`src/rtl/dmem_arbiter_if.sv`:
```
// Bus bundle between the two data-memory requesters,
// the arbiter and the data memory.
interface dmem_arbiter_if #(
    parameter int Data_Width = 32,
    parameter int Addr_Width = 32
);
    logic                  m0_req;
    logic                  m1_req;
    logic                  m0_we;
    logic                  m1_we;
    logic                  m0_lock;
    logic                  m1_lock;
    logic [Addr_Width-1:0] m0_addr;
    logic [Addr_Width-1:0] m1_addr;
    logic [Data_Width-1:0] m0_wdata;
    logic [Data_Width-1:0] m1_wdata;
    logic                  m0_gnt;
    logic                  m1_gnt;
    logic                  m0_rvalid;
    logic                  m1_rvalid;
    logic [Data_Width-1:0] rdata;
    logic                  mem_we;
    logic [Addr_Width-1:0] mem_addr;
    logic [Data_Width-1:0] mem_wdata;
    logic [Data_Width-1:0] mem_rdata;

    // Arbiter side.
    modport slave (
        input  m0_req, m1_req,
        input  m0_we, m1_we,
        input  m0_lock, m1_lock,
        input  m0_addr, m1_addr,
        input  m0_wdata, m1_wdata,
        output m0_gnt, m1_gnt,
        output m0_rvalid, m1_rvalid,
        output rdata,
        output mem_we, mem_addr, mem_wdata,
        input  mem_rdata
    );

    // Requesters plus the memory read-data source.
    modport master (
        output m0_req, m1_req,
        output m0_we, m1_we,
        output m0_lock, m1_lock,
        output m0_addr, m1_addr,
        output m0_wdata, m1_wdata,
        input  m0_gnt, m1_gnt,
        input  m0_rvalid, m1_rvalid,
        input  rdata,
        input  mem_we, mem_addr, mem_wdata,
        output mem_rdata
    );
endinterface

```
`src/rtl/dmem_arbiter.sv`:
```
// Two-requester data-memory arbiter: round-robin on ties,
// optional locked ownership with a bounded hand-over.
module dmem_arbiter #(
    parameter int Data_Width = 32,
    parameter int Addr_Width = 32,
    parameter int Max_Lock   = 16
) (
    input logic          clk,
    input logic          reset,
    dmem_arbiter_if.slave bus
);
    typedef enum logic [1:0] {
        IDLE = 2'd0,
        OWN0 = 2'd1,
        OWN1 = 2'd2
    } state_t;

    // The grant that enters OWNn is the first locked grant;
    // the counter then tallies the grants made inside OWNn,
    // so Max_Lock total grants are reached at Max_Lock-1.
    localparam logic [7:0] LockLast = 8'(Max_Lock - 1);

    state_t                state_q;
    state_t                state_d;
    logic                  last_gnt_q;
    logic                  last_gnt_d;
    logic [7:0]            cnt_q;
    logic [7:0]            cnt_d;
    logic [Data_Width-1:0] rdata_q;
    logic [Data_Width-1:0] rdata_d;
    logic                  rvalid0_q;
    logic                  rvalid0_d;
    logic                  rvalid1_q;
    logic                  rvalid1_d;
    logic                  gnt0;
    logic                  gnt1;
    logic [7:0]            cnt_inc;

    // Saturating increment for the lock counter.
    assign cnt_inc = (cnt_q == LockLast) ? cnt_q : cnt_q + 8'd1;

    // Grant selection, next state, lock count and round-robin pointer.
    always_comb begin
        gnt0       = 1'b0;
        gnt1       = 1'b0;
        state_d    = state_q;
        last_gnt_d = last_gnt_q;
        cnt_d      = cnt_q;
        unique case (state_q)
            IDLE: begin
                cnt_d = '0;
                if (bus.m0_req && bus.m1_req) begin
                    gnt0 = last_gnt_q;
                    gnt1 = !last_gnt_q;
                end else begin
                    gnt0 = bus.m0_req;
                    gnt1 = bus.m1_req;
                end
                if (gnt0 && bus.m0_lock) begin
                    state_d = OWN0;
                end else if (gnt1 && bus.m1_lock) begin
                    state_d = OWN1;
                end
            end
            OWN0: begin
                state_d = IDLE;
                cnt_d   = '0;
                if (!bus.m0_req) begin
                    gnt1 = bus.m1_req;
                end else if (cnt_q == LockLast && bus.m1_req) begin
                    gnt1 = 1'b1;
                end else begin
                    gnt0 = 1'b1;
                    if (bus.m0_lock) begin
                        state_d = OWN0;
                        cnt_d   = cnt_inc;
                    end
                end
            end
            OWN1: begin
                state_d = IDLE;
                cnt_d   = '0;
                if (!bus.m1_req) begin
                    gnt0 = bus.m0_req;
                end else if (cnt_q == LockLast && bus.m0_req) begin
                    gnt0 = 1'b1;
                end else begin
                    gnt1 = 1'b1;
                    if (bus.m1_lock) begin
                        state_d = OWN1;
                        cnt_d   = cnt_inc;
                    end
                end
            end
            default: begin
                state_d = IDLE;
                cnt_d   = '0;
            end
        endcase
        if (gnt0) begin
            last_gnt_d = 1'b0;
        end else if (gnt1) begin
            last_gnt_d = 1'b1;
        end
    end

    // Memory request mux; bus is parked at zero with no grant.
    always_comb begin
        bus.mem_we    = 1'b0;
        bus.mem_addr  = '0;
        bus.mem_wdata = '0;
        if (gnt0) begin
            bus.mem_we    = bus.m0_we;
            bus.mem_addr  = bus.m0_addr;
            bus.mem_wdata = bus.m0_wdata;
        end else if (gnt1) begin
            bus.mem_we    = bus.m1_we;
            bus.mem_addr  = bus.m1_addr;
            bus.mem_wdata = bus.m1_wdata;
        end
    end

    // Read response: capture on a granted read, hold otherwise.
    always_comb begin
        rvalid0_d = gnt0 && !bus.m0_we;
        rvalid1_d = gnt1 && !bus.m1_we;
        rdata_d   = rdata_q;
        if (rvalid0_d || rvalid1_d) begin
            rdata_d = bus.mem_rdata;
        end
    end

    // State and response registers; reset drops any read in flight.
    always_ff @(posedge clk or negedge reset) begin
        if (!reset) begin
            state_q    <= IDLE;
            last_gnt_q <= 1'b1;
            cnt_q      <= '0;
            rdata_q    <= '0;
            rvalid0_q  <= 1'b0;
            rvalid1_q  <= 1'b0;
        end else begin
            state_q    <= state_d;
            last_gnt_q <= last_gnt_d;
            cnt_q      <= cnt_d;
            rdata_q    <= rdata_d;
            rvalid0_q  <= rvalid0_d;
            rvalid1_q  <= rvalid1_d;
        end
    end

    assign bus.m0_gnt    = gnt0;
    assign bus.m1_gnt    = gnt1;
    assign bus.m0_rvalid = rvalid0_q;
    assign bus.m1_rvalid = rvalid1_q;
    assign bus.rdata     = rdata_q;
endmodule

```
`src/flat_wrapper.sv`:
```
// flat-port wrapper written by rule: the top's interface ports become plain ports
module dmem_arbiter_flat 
#(
    parameter int Data_Width = 32,
    parameter int Addr_Width = 32,
    parameter int Max_Lock   = 16
)
  (clk, reset, bus_m0_req, bus_m1_req, bus_m0_we, bus_m1_we, bus_m0_lock, bus_m1_lock, bus_m0_addr, bus_m1_addr, bus_m0_wdata, bus_m1_wdata, bus_m0_gnt, bus_m1_gnt, bus_m0_rvalid, bus_m1_rvalid, bus_rdata, bus_mem_we, bus_mem_addr, bus_mem_wdata, bus_mem_rdata);
  dmem_arbiter_if #(.Data_Width(Data_Width), .Addr_Width(Addr_Width)) bus_i ();
  input logic clk;
  input logic reset;
  input wire logic [$bits(bus_i.m0_req)-1:0] bus_m0_req;
  input wire logic [$bits(bus_i.m1_req)-1:0] bus_m1_req;
  input wire logic [$bits(bus_i.m0_we)-1:0] bus_m0_we;
  input wire logic [$bits(bus_i.m1_we)-1:0] bus_m1_we;
  input wire logic [$bits(bus_i.m0_lock)-1:0] bus_m0_lock;
  input wire logic [$bits(bus_i.m1_lock)-1:0] bus_m1_lock;
  input wire logic [$bits(bus_i.m0_addr)-1:0] bus_m0_addr;
  input wire logic [$bits(bus_i.m1_addr)-1:0] bus_m1_addr;
  input wire logic [$bits(bus_i.m0_wdata)-1:0] bus_m0_wdata;
  input wire logic [$bits(bus_i.m1_wdata)-1:0] bus_m1_wdata;
  output wire logic [$bits(bus_i.m0_gnt)-1:0] bus_m0_gnt;
  output wire logic [$bits(bus_i.m1_gnt)-1:0] bus_m1_gnt;
  output wire logic [$bits(bus_i.m0_rvalid)-1:0] bus_m0_rvalid;
  output wire logic [$bits(bus_i.m1_rvalid)-1:0] bus_m1_rvalid;
  output wire logic [$bits(bus_i.rdata)-1:0] bus_rdata;
  output wire logic [$bits(bus_i.mem_we)-1:0] bus_mem_we;
  output wire logic [$bits(bus_i.mem_addr)-1:0] bus_mem_addr;
  output wire logic [$bits(bus_i.mem_wdata)-1:0] bus_mem_wdata;
  input wire logic [$bits(bus_i.mem_rdata)-1:0] bus_mem_rdata;
  assign bus_i.m0_req = bus_m0_req;
  assign bus_i.m1_req = bus_m1_req;
  assign bus_i.m0_we = bus_m0_we;
  assign bus_i.m1_we = bus_m1_we;
  assign bus_i.m0_lock = bus_m0_lock;
  assign bus_i.m1_lock = bus_m1_lock;
  assign bus_i.m0_addr = bus_m0_addr;
  assign bus_i.m1_addr = bus_m1_addr;
  assign bus_i.m0_wdata = bus_m0_wdata;
  assign bus_i.m1_wdata = bus_m1_wdata;
  assign bus_m0_gnt = bus_i.m0_gnt;
  assign bus_m1_gnt = bus_i.m1_gnt;
  assign bus_m0_rvalid = bus_i.m0_rvalid;
  assign bus_m1_rvalid = bus_i.m1_rvalid;
  assign bus_rdata = bus_i.rdata;
  assign bus_mem_we = bus_i.mem_we;
  assign bus_mem_addr = bus_i.mem_addr;
  assign bus_mem_wdata = bus_i.mem_wdata;
  assign bus_i.mem_rdata = bus_mem_rdata;
  dmem_arbiter #(.Data_Width(Data_Width), .Addr_Width(Addr_Width), .Max_Lock(Max_Lock)) u_core (.clk(clk), .reset(reset), .bus(bus_i));
endmodule
```
`config.mk`:
```
export PLATFORM = sky130hd
export DESIGN_NAME = dmem_arbiter_flat
export DESIGN_NICKNAME = d
export VERILOG_FILES = /design/src/rtl/dmem_arbiter_if.sv /design/src/rtl/dmem_arbiter.sv /design/src/flat_wrapper.sv
export SDC_FILE = /design/constraint.sdc
export NUM_CORES = 1
export LEC_CHECK = 0
export BUFFER_PORTS_ARGS = -buffer_cell sky130_fd_sc_hd__buf_4
export CORE_AREA = 2 2 106 108
export CTS_CLUSTER_DIAMETER = 200
export DETAILED_ROUTE_END_ITERATION = 8
export DIE_AREA = 0 0 108 110
export PLACE_DENSITY = 0.66
export SETUP_SLACK_MARGIN = 0.15
export SYNTH_ARGS = -nofsm -noshare
export SYNTH_HDL_FRONTEND = slang
export SYNTH_SLANG_ARGS = --single-unit
```
`constraint.sdc`:
```
create_clock -name clk -period 3.6 [get_ports clk]
set_input_delay 0.18 -clock clk [delete_from_list [all_inputs] [get_ports clk]]
set_output_delay 0.18 -clock clk [all_outputs]
set_load 0.005 [all_outputs]
```
# After elaboration in Yosys (flattened, before gate mapping)
# Cells that the tools add are included.
# totals
reg_bits	45
inputBits	168
output_inout_bits	101
word_cells	63
# op_classes
add_sub_neg	1
n_eq_ne	4
muxes	39
n_reduce_logical	13
# ops
cell	count
$mux W32	4
$mux W8	7
$mux W1	17
$pmux W8 S2	1
$mux W2	7
$add A8 B1 Y8 const B	1
$eq A8 B4 Y1 const B	1
$logic_and A1 B1 Y1	7
$pmux W1 S3	2
$pmux W2 S3	1
$logic_not A1 Y1	3
$ne A3 B1 Y1 const B	1
$eq A2 B1 Y1 const B	1
$eq A2 B2 Y1 const B	1
$logic_not A2 Y1	1
$reduce_bool A2 Y1	1
$logic_or A1 B1 Y1	1

# Depth between registers and ports, before layout
# Gate-level depths: netlist of the first run.
# depth
ltp_word	7
ltp_mapped	9
depth_no_buf	7

# Least setup slack after synthesis of the first run
# No wires, ideal clock.
# synth_path
kind	register -> output
start	register u_core.cnt_q[0]
end	output port bus_mem_wdata[10]
t_arrival_ps	2116
required_time_ps	3420
path_slack_ps	1304
path_stages_with_launch	10
cell_sequence	dfrtp_1 -> ha_1 -> and3_1 -> clkbuf_1 -> a21oi_1 -> a311oi_2 -> nor3b_2 -> buf_4 -> buf_2 -> a22o_1
# synth_between
elab_chain_cells	7
elab_cells_between_ends	15
cone_classes	1 x eq/ne; 12 x mux; 2 x reduce/logical
# synth_lines
item	line_no	text
start, declared	dmem_arbiter.sv:27	logic [7:0] cnt_q;
start signal, assigned	dmem_arbiter.sv:145	cnt_q <= cnt_d;
$eq A8 B4 Y1 *	dmem_arbiter.sv:70, dmem_arbiter.sv:85	
$logic_and A1 B1 Y1 (on tied branches)	dmem_arbiter.sv:85, dmem_arbiter.sv:70	
$mux W1 (on tied branches)	dmem_arbiter.sv:85, dmem_arbiter.sv:70	
$mux W1 (on tied branches)	dmem_arbiter.sv:83, dmem_arbiter.sv:68	
$pmux W1 S3	dmem_arbiter.sv:49	unique case (state_q)
$mux W32	dmem_arbiter.sv:116	end else if (gnt1) begin
$mux W32 *	dmem_arbiter.sv:112	if (gnt0) begin
end, declared	flat_wrapper.sv:29	output wire logic [$bits(bus_i.mem_wdata)-1:0] bus_mem_wdata;
# Every way passes the cells marked *; elsewhere a longest branch is shown, timed or not.

# Final worst setup path of the first run
# layout_path
start	register u_core.cnt_q[0]
end	output port bus_mem_addr[2]
# layout_between
elab_chain_cells	7
elab_cells_between_ends	15
cone_classes	1 x eq/ne; 12 x mux; 2 x reduce/logical
# layout_lines
item	line_no	text
$eq A8 B4 Y1 *	dmem_arbiter.sv:70, dmem_arbiter.sv:85	
$logic_and A1 B1 Y1 (on tied branches)	dmem_arbiter.sv:85, dmem_arbiter.sv:70	
$mux W1 (on tied branches)	dmem_arbiter.sv:85, dmem_arbiter.sv:70	
$mux W1 (on tied branches)	dmem_arbiter.sv:83, dmem_arbiter.sv:68	
$pmux W1 S3	dmem_arbiter.sv:49	
$mux W32	dmem_arbiter.sv:116	
$mux W32 *	dmem_arbiter.sv:112	
end, declared	flat_wrapper.sv:28	output wire logic [$bits(bus_i.mem_addr)-1:0] bus_mem_addr;
# Marked as above.

==> flow_metrics.env, run 1 <==
export IMPL_grt_pass1_wl_um=15600
export IMPL_intPower_uw=2410
export IMPL_grt_max_degree=47
export IMPL_drt_wirelength_per_cell_um=18.4
export IMPL_final_nets=671
export IMPL_fp_dieW_um=108
export IMPL_gr_total_overflow=0
export IMPL_layout_common_cells="buf_4, a22o_1, dfrtp_1, mux2_1, nand2_1"
export IMPL_clk_pin_slew_worst_paths_ns=0.09
export IMPL_final_common_cell="buf_4"
export IMPL_critPathLaunch="u_core.cnt_q[0]"
export IMPL_synth_nets=410
export IMPL_switching_share_pct=37.4
export IMPL_irDropWorstVdd_mv=0.340
export IMPL_rrSetupSlack_ns=1.02
export IMPL_grt_pass1_vias=2916
export IMPL_worst_path_max_fanout=45
export IMPL_power_switching_uw=1440
export IMPL_reg2reg_depth=6
export IMPL_drt_wl_total_um=11800
export IMPL_grt_usage_pct=17.2
export IMPL_fin_hold_ws_ns=0.0718
export IMPL_row_count=38
export IMPL_firstDrtPassIters=4
export IMPL_reg2reg_from="u_core.cnt_q[4]"
export IMPL_relSlewSlack_pct=61.1
export IMPL_die_area_mm2=0.0119
export IMPL_synth_area_top_cells="dfrtp_1, a22o_1, mux2_1, ha_1, xnor2_1"
export IMPL_fin_crit_sh_pct=87.6
export IMPL_antenna_found_initial=0
export IMPL_n_antenna_cell=0
export IMPL_synth_top_area_cell="dfrtp_1"
export IMPL_p_per_area_mw_per_mm2=780
export IMPL_fillers=1015
export IMPL_setup_violations=0
export IMPL_slowest_delay_ns=0.54
export IMPL_syn_inst=237
export IMPL_synth_distinct_cells=35
export IMPL_die_h_um=110
export IMPL_sequentialPowerShare_pct=22.0
export IMPL_pin_count=269
export IMPL_status="finished, final reports clean"
export IMPL_clkLatencyLatePin_ns=0.30
export IMPL_via_per_inst=4.76
export IMPL_hold_class="in2reg"
export IMPL_power_frac_comb_pct=67.9
export IMPL_ys_seq_elements=45
export IMPL_cts_root_buffer="clkbuf_8"
export IMPL_port_buffers=268
export IMPL_cts_made_buffers=5
export IMPL_tightest_slew_ns=0.583
export IMPL_rsz0062_at_grt="no"
export IMPL_htreeDepth=2
export IMPL_clock_power_share_pct=10.1
export IMPL_max_cap_violations=0
export IMPL_critPathArrivalTime_ns=2.97
export IMPL_drive_above_1_share_pct=58.7
export IMPL_critPathSlowestCell="a311oi_2"
export IMPL_finalSetupTns_ns=0
export IMPL_antenna_left=0
export IMPL_post_route_min_period_ns=3.15
export IMPL_leakagePower_uw=0.00254
export IMPL_skew_ns=0.00662
export IMPL_start_util_pct=25.1
export IMPL_crit_cells=8
export IMPL_slew_violations=0
export IMPL_crit_buf_inv=2
export IMPL_synth_area_mm2=0.00269
export IMPL_syn2layout_area_growth_pct=83.6
export IMPL_crit_path_cell_trace="ha_1 -> and3_1 -> a21oi_1 -> a311oi_2 -> nor3b_4 -> buf_4 -> a22o_1 -> buf_4"
export IMPL_avgSynthCellArea_um2=11.4
export IMPL_finalHoldViolCount=0
export IMPL_endpoint="bus_mem_addr[2]"
export IMPL_drt_iter0_drc=191
export IMPL_path_class="reg2out"
export IMPL_fmax_mhz=317
export IMPL_power_uw=3850
export IMPL_post_cts_resized=0
export IMPL_synth_seq_area_share_pct=41.9
export IMPL_cp_required_ns=3.42
export IMPL_cp_top_family="compound AO/OA/AOI/OAI gates"
export IMPL_cp_start_kind="register"
export IMPL_vias=3039
export IMPL_drc=0
export IMPL_gp_congestion=0.811
export IMPL_clockBufferDepth=2
export IMPL_dpl_hpwl_um=9380
export IMPL_end_kind="primary output"
export IMPL_r2r_end="u_core.bus.rdata[25]"
export IMPL_cts_tree="done"
export IMPL_cp_common_cell="buf_4"
export IMPL_yosys_area_top_type_share_pct=40.9
export IMPL_core_area_mm2=0.0107
export IMPL_yosysWarnings=0
export IMPL_numClockSinks=45
[Yosys cell counts, drive strengths merged]
cell type	n
a21boi	1
o21bai	1
o32ai	1
and3	4
nor4	1
a311oi	1
a31o	1
nand2b	1
nand2	10
o211ai	1
ha	5
o31ai	1
nor3	4
a22o	65
nand3	5
dfrtp	44
inv	6
o211a	1
xnor2	6
dfstp	1
a211oi	1
a21oi	9
or4	1
nor2	8
mux2	34
clkbuf	5
xor2	1
o21ai	2
nor3b	1
buf	14
a21o	1
[what timing repair did]
| item | 4_1_cts | 5_1_grt |
|---|---|---|
| hold buffers | 1 | 0 |
| setup buffers | 0 | 0 |
| endpoints found under the hold margin | 44 | 0 |
[cell type report]
cell class	count	area (um^2)	share of cell area (%)
clock buffer	5	68.8	1.39
clock inverter	3	43.8	0.887
inverter	6	22.5	0.456
multi-input combinational	167	1440	29.1
sequential	45	1130	22.8
tap	140	175	3.55
timing repair buffer	273	2060	41.8
[sequential cells by signal (all words and copies together), names as in the netlist]
signal	flops
u_core.state_q	2
u_core.bus.rdata	32
u_core.bus.m0_rvalid	1
u_core.last_gnt_q	1
u_core.bus.m1_rvalid	1
u_core.cnt_q	8
[worst min path at each step]
stage	start	to	slack, ns	cells after the start
floorplan	reset	u_core.bus.m0_rvalid	-0.12	0
global route	bus_m0_we	u_core.bus.m0_rvalid	0.06	2
detailed placement	reset	u_core.bus.rdata[30]	0.22	1
CTS	bus_m1_we	u_core.bus.m1_rvalid	0.06	2
global placement	reset	u_core.bus.rdata[3]	0.22	1
finish	bus_m0_we	u_core.bus.m0_rvalid	0.07	2
[stage by stage]
| step | utilization [%] | area [um^2] | worst slack, ns | cells |
|---|---|---|---|---|
| after detailed placement | 45.0 | 4820 | 0.801 | 630 |
| after CTS | 46.2 | 4940 | 0.432 | 639 |
| after global placement | 45.0 | 4820 | 0.864 | 630 |
| after floorplan | - | 2690 | 1.30 | 237 |
| final | 46.2 | 4940 | 0.446 | 639 |
| after global routing | 46.2 | 4940 | 0.198 | 639 |
[metal layers]
layer | vias to the layer above | GRT usage, % | share of wire, %
li1 | 1429 | - | -
met3 | 8 | 5.29 | 10
met4 | 0 | 3.39 | 0.85
met5 | - | 0 | 0
met2 | 154 | 31.3 | 51
met1 | 1448 | 20.0 | 38
[power by group through the flow]
stage	clock [uW]	sequential, uW	combinational [uW]
floorplan	0	851	1240
global placement	0	840	2600
detailed placement	0	852	2640
CTS	409	848	2650
global route	432	878	2800
finish	390	847	2610
[cell families (layout without fill, tap and decap cells)]
kind of cell | count (synthesis) | in the layout | synth area share (%)
adders and majority gates | 5 | 5 | 2.33
muxes | 34 | 34 | 14.2
xor gates and xnor gates | 7 | 7 | 2.28
buffers and inverters | 25 | 287 | 5.21
AOI/OAI and AO/OA | 86 | 86 | 27.3
DFF | 45 | 45 | 41.9
and+or+nand+nor | 35 | 35 | 6.70
Power figures use the tool's default switching activity.
==> inputs of run 2 (changes only) <==
--- a/config.mk
+++ b/config.mk
@@ -6,11 +6,12 @@
 export NUM_CORES = 1
 export LEC_CHECK = 0
 export BUFFER_PORTS_ARGS = -buffer_cell sky130_fd_sc_hd__buf_4
-export CORE_AREA = 2 2 106 108
+export CORE_AREA = 2 2 104 106
+export CTS_BUF_LIST = sky130_fd_sc_hd__clkbuf_8
 export CTS_CLUSTER_DIAMETER = 200
 export DETAILED_ROUTE_END_ITERATION = 8
-export DIE_AREA = 0 0 108 110
-export PLACE_DENSITY = 0.66
+export DIE_AREA = 0 0 106 108
+export PLACE_DENSITY = 0.74
 export SETUP_SLACK_MARGIN = 0.15
 export SYNTH_ARGS = -nofsm -noshare
 export SYNTH_HDL_FRONTEND = slang
==> run 2 against run 1 <==
Utilization up 1.9 points. Highest routed layer unchanged. Sequential share of layout area up 0.099 points. Critical path depth unchanged. Global-route usage up 1.2 points. Largest power group unchanged. Register-to-register slack about the same.
==> flow_metrics.env, run 2 (same netlist as run 1, synthesis figures left out) <==
export IMPL_status="finished, final reports clean"
export IMPL_start_util_pct=26.3
export IMPL_post_route_min_period_ns=3.22
export IMPL_setup_violations=0
export IMPL_gp_congestion=0.831
export IMPL_finalSetupTns_ns=0
export IMPL_fin_crit_sh_pct=89.3
export IMPL_drt_iter0_drc=286
export IMPL_port_buffers=268
export IMPL_grt_usage_pct=18.4
export IMPL_core_area_mm2=0.0102
export IMPL_fmax_mhz=311
export IMPL_path_class="reg2out"
export IMPL_die_h_um=108
export IMPL_layout_common_cells="buf_4, a22o_1, dfrtp_1, mux2_1, nand2_1"
export IMPL_gr_total_overflow=0
export IMPL_htreeDepth=2
export IMPL_clkLatencyLatePin_ns=0.30
export IMPL_largest_reg_flops=32
export IMPL_final_core_util_pct=48.1
export IMPL_fp_dieW_um=106
export IMPL_drt_wl_total_um=11300
export IMPL_drive_above_1_share_pct=58.6
export IMPL_cts_tree="done"
export IMPL_cp_required_ns=3.42
export IMPL_drc=0
export IMPL_cts_made_buffers=5
export IMPL_end_kind="primary output"
export IMPL_die_area_mm2=0.0114
export IMPL_row_count=37
export IMPL_numClockSinks=45
export IMPL_tightest_slew_ns=0.554
export IMPL_max_cap_violations=0
export IMPL_final_nets=670
export IMPL_cp_start_kind="register"
export IMPL_vias=3078
export IMPL_antenna_found_initial=0
export IMPL_dpl_hpwl_um=9020
export IMPL_skew_ns=0.00691
export IMPL_grt_pass1_vias=3036
export IMPL_critPathArrivalTime_ns=3.04
export IMPL_hold_class="in2reg"
export IMPL_grt_max_degree=65
export IMPL_leakagePower_uw=0.00252
export IMPL_rrSetupSlack_ns=1.02
export IMPL_syn2layout_area_growth_pct=82.8
export IMPL_antenna_left=0
export IMPL_irDropWorstVdd_mv=0.431
export IMPL_clockBufferDepth=2
export IMPL_slew_violations=0
export IMPL_p_per_area_mw_per_mm2=778
export IMPL_cts_setup_buffers=0
export IMPL_grt_pass1_wl_um=16500
export IMPL_drt_wirelength_per_cell_um=17.8
export IMPL_pin_count=269
export IMPL_via_per_inst=4.85
export IMPL_final_common_cell="buf_4"
export IMPL_cts_root_buffer="clkbuf_8"
export IMPL_relSlewSlack_pct=63.0
export IMPL_worst_path_max_fanout=64
export IMPL_firstDrtPassIters=4
export IMPL_clk_pin_slew_worst_paths_ns=0.09
export IMPL_finalHoldViolCount=0
export IMPL_rsz0062_at_grt="no"
export IMPL_n_antenna_cell=0
[run 2: stage by stage]
stage | cells | setup WS [ns] | area [um^2] | hold slack (ns) | power [uW]
floorplan | 237 | 1.30 | 2690 | -0.116 | 2100
global placement | 625 | 0.719 | 4800 | 0.210 | 3430
detailed placement | 625 | 0.632 | 4800 | 0.219 | 3480
CTS | 634 | 0.287 | 4910 | 0.0584 | 3860
global route | 634 | 0.239 | 4920 | 0.0564 | 4090
finish | 634 | 0.385 | 4920 | 0.0733 | 3820
[run 2: layout make-up]
class / instances / area (um^2)
multi-input cells: 167 / 1440
inverters: 6 / 22.5
well taps: 136 / 170
clock inverters: 2 / 17.5
repair buffers: 272 / 2060
fillers: 955 / 5310
clock buffers: 6 / 82.6
flip-flops and latches: 45 / 1130
[run 2: worst max-delay path: stages (launching register included)]
cell and delay (ns):
dfrtp_1 0.39, ha_1 0.21, and3_1 0.27, a21oi_1 0.13
a311oi_2 0.54, nor3b_4 0.31, buf_6 0.41, a22o_1 0.30
buf_4 0.14
[run 2: power breakdown]
group | internal [uW] | switching, uW
registers | 725 | 120
logic | 1470 | 1160
clock network | 160 | 184
total | 2360 | 1460
[run 2: final timing paths]
check / from / end / depth (start not counted)
setup reg to reg: u_core.cnt_q[4] / u_core.bus.rdata[18] / 6
hold reg to reg: u_core.bus.rdata[17] / u_core.bus.rdata[17] / 1
min in group asynchronous: reset / u_core.bus.rdata[23] / 2
max in group asynchronous: reset / u_core.bus.rdata[30] / 2
setup / recovery: u_core.cnt_q[0] / bus_mem_wdata[12] / 8
hold / removal: bus_m1_we / u_core.bus.m1_rvalid / 2
[run 2: what timing repair did]
item / 4_1_cts / 5_1_grt
hold buffers: 1 / 0
gates resized for setup: 0 / 1
hold endpoints to repair: 44 / 0
endpoints found under the setup margin: 0 / 7
[run 2: layer usage]
layer	vias to the layer above	share of wire (%)	track usage (%)
met2	164	48	30.0
met3	10	10	6.21
met1	1477	40	24.0
li1	1427	-	-
met5	-	0	0
met4	0	1.1	3.48
==> inputs of run 3 (changes only) <==
--- a/config.mk
+++ b/config.mk
@@ -12,6 +12,7 @@
 export DETAILED_ROUTE_END_ITERATION = 8
 export DIE_AREA = 0 0 106 108
 export PLACE_DENSITY = 0.74
+export RECOVER_POWER = 25
 export SETUP_SLACK_MARGIN = 0.15
 export SYNTH_ARGS = -nofsm -noshare
 export SYNTH_HDL_FRONTEND = slang
==> run 3 against run 2 <==
The run now ends with capacitance limit, slew limit left. Utilization down 0.11 points. Power decreased by 0.16%. First-iteration DRC count grew 1.0%. Non-clock buffer count unchanged. Setup slack better by 0.0058 ns. Largest cell class unchanged.
==> flow_metrics.env, run 3 (same netlist as run 1, synthesis figures left out) <==
export IMPL_cts_made_buffers=5
export IMPL_switching_share_pct=38.4
export IMPL_grt_max_degree=65
export IMPL_n_antenna_cell=0
export IMPL_sequentialPowerShare_pct=22.1
export IMPL_tightest_slew_ns=2.33
export IMPL_reg2reg_from="u_core.cnt_q[4]"
export IMPL_cts_setup_buffers=0
export IMPL_drt_wl_total_um=11300
export IMPL_critPathSlowestCell="a311oi_2"
export IMPL_gp_congestion=0.831
export IMPL_firstDrtPassIters=4
export IMPL_drt_iter0_drc=289
export IMPL_grt_pass1_wl_um=16500
export IMPL_p_per_area_mw_per_mm2=778
export IMPL_drt_wirelength_per_cell_um=17.8
export IMPL_gr_total_overflow=0
export IMPL_setup_violations=0
export IMPL_dp_cells=625
export IMPL_hold_path_depth=2
export IMPL_clkLatencyLatePin_ns=0.30
export IMPL_reg2reg_depth=6
export IMPL_port_buffers=268
export IMPL_largest_reg_flops=32
export IMPL_end_kind="primary output"
export IMPL_critPathArrivalTime_ns=3.03
export IMPL_layout_common_cells="buf_4, a22o_1, dfrtp_1, mux2_1, nand2_1"
export IMPL_drc=0
export IMPL_numClockSinks=45
export IMPL_grt_usage_pct=18.4
export IMPL_clk_pin_slew_worst_paths_ns=0.09
export IMPL_irDropWorstVdd_mv=0.428
export IMPL_hold_end="u_core.bus.m1_rvalid"
export IMPL_clockBufferDepth=2
export IMPL_placed_cell_area_mm2=0.00480
export IMPL_status="finished with violations"
export IMPL_start_util_pct=26.3
export IMPL_htreeDepth=2
export IMPL_cp_required_ns=3.42
export IMPL_fin_hold_ws_ns=0.0729
export IMPL_syn2layout_area_growth_pct=82.4
export IMPL_cts_tree="done"
export IMPL_die_area_mm2=0.0114
export IMPL_fp_dieW_um=106
export IMPL_crit_path_cell_trace="ha_1 -> and3_1 -> a21oi_1 -> a311oi_2 -> nor3b_4 -> buf_6 -> a22o_1 -> buf_4"
export IMPL_finalHoldViolCount=0
export IMPL_fmax_mhz=312
export IMPL_post_route_min_period_ns=3.21
export IMPL_row_count=37
export IMPL_core_area_mm2=0.0102
export IMPL_clock_power_share_pct=9.0
export IMPL_slowest_delay_ns=0.54
export IMPL_worstHoldStart="bus_m1_we"
export IMPL_final_area_mm2=0.00491
export IMPL_drive_above_1_share_pct=58.0
export IMPL_final_nets=670
export IMPL_hold_class="in2reg"
export IMPL_antenna_left=0
export IMPL_vias=3073
export IMPL_slew_violations=46
export IMPL_rsz0062_at_grt="no"
export IMPL_final_common_cell="buf_4"
export IMPL_violations="capacitance limit, slew limit"
export IMPL_via_per_inst=4.85
export IMPL_pin_count=269
export IMPL_max_cap_violations=1
export IMPL_layout_setup_ws_ns=0.390
export IMPL_power_switching_uw=1460
export IMPL_power_frac_comb_pct=68.9
export IMPL_intPower_uw=2350
export IMPL_grt_pass1_vias=3036
export IMPL_die_h_um=108
export IMPL_dpl_hpwl_um=9020
export IMPL_cp_start_kind="register"
export IMPL_cts_root_buffer="clkbuf_8"
export IMPL_antenna_found_initial=0
export IMPL_fin_crit_sh_pct=89.2
export IMPL_pre_cts_ws_ns=0.632
export IMPL_final_cells=634
export IMPL_skew_ns=0.00691
export IMPL_leakagePower_uw=0.00251
export IMPL_r2r_end="u_core.bus.rdata[18]"
export IMPL_finalSetupTns_ns=0
export IMPL_rrSetupSlack_ns=1.01
export IMPL_relSlewSlack_pct=-55.5
export IMPL_path_class="reg2out"
export IMPL_worst_path_max_fanout=64
-- run 3: cell count changes in the layout (fill, tap and decap cells not counted), sizes merged --
cell,change
clkbuf,+3
buf,-3
-- run 3: routing by layer --
metal	vias up	part of all wire [%]	track usage, %
met5	-	0	0
met4	0	1.1	3.48
met3	10	10	6.21
met2	166	48	30.0
met1	1470	41	24.0
li1	1427	-	-
-- run 3: critical path: cells and delay by family (launching register included) --
kind                       cells  cell delay [ns]
adders and majority gates      1             0.21
AOI/OAI and AO/OA              3             0.97
DFF                            1             0.39
buffers and inverters          2             0.55
and+or+nand+nor                2             0.58
-- run 3: what timing repair did --
| item | in CTS | in global routing |
|---|---|---|
| hold buffers | 1 | 0 |
| setup endpoints to repair | 0 | 7 |
| endpoints found under the hold margin | 44 | 0 |
| resized for setup | 0 | 1 |
-- run 3: worst max-delay path by stage --
stage / depth (start not counted) / endpoint / slack, ns / from
6_report: 8 / bus_mem_wdata[12] / 0.39 / u_core.cnt_q[0]
3_3_place_gp: 8 / bus_mem_wdata[7] / 0.72 / u_core.cnt_q[0]
3_5_place_dp: 8 / bus_mem_wdata[7] / 0.63 / u_core.cnt_q[0]
4_1_cts: 8 / bus_mem_wdata[7] / 0.29 / u_core.cnt_q[0]
5_1_grt: 8 / bus_mem_wdata[7] / 0.24 / u_core.cnt_q[0]
2_1_floorplan: 9 / bus_mem_wdata[10] / 1.30 / u_core.cnt_q[0]
-- run 3: power groups by stage --
stage                     logic (uW)  registers (uW)  clock network, uW
after floorplan                 1240             851                  0
after global placement          2590             837                  0
after detailed placement        2630             847                  0
after CTS                       2650             847                365
after global routing            2820             879                386
final                           2630             845                344
-- run 3: through the flow --
stage               util, %  total power, uW
finish                 48.0             3820
CTS                    48.0             3860
global placement       46.9             3430
detailed placement     46.9             3480
floorplan                 -             2100
global route           48.0             4090
-- run 3: layout make-up --
cell class,instances,area [um^2]
clock buffers,6,82.6
clock inverters,2,17.5
fillers,958,5330
inverters,6,22.5
multi-input cells,167,1440
flip-flops and latches,45,1130
well taps,136,170
repair buffers,272,2050
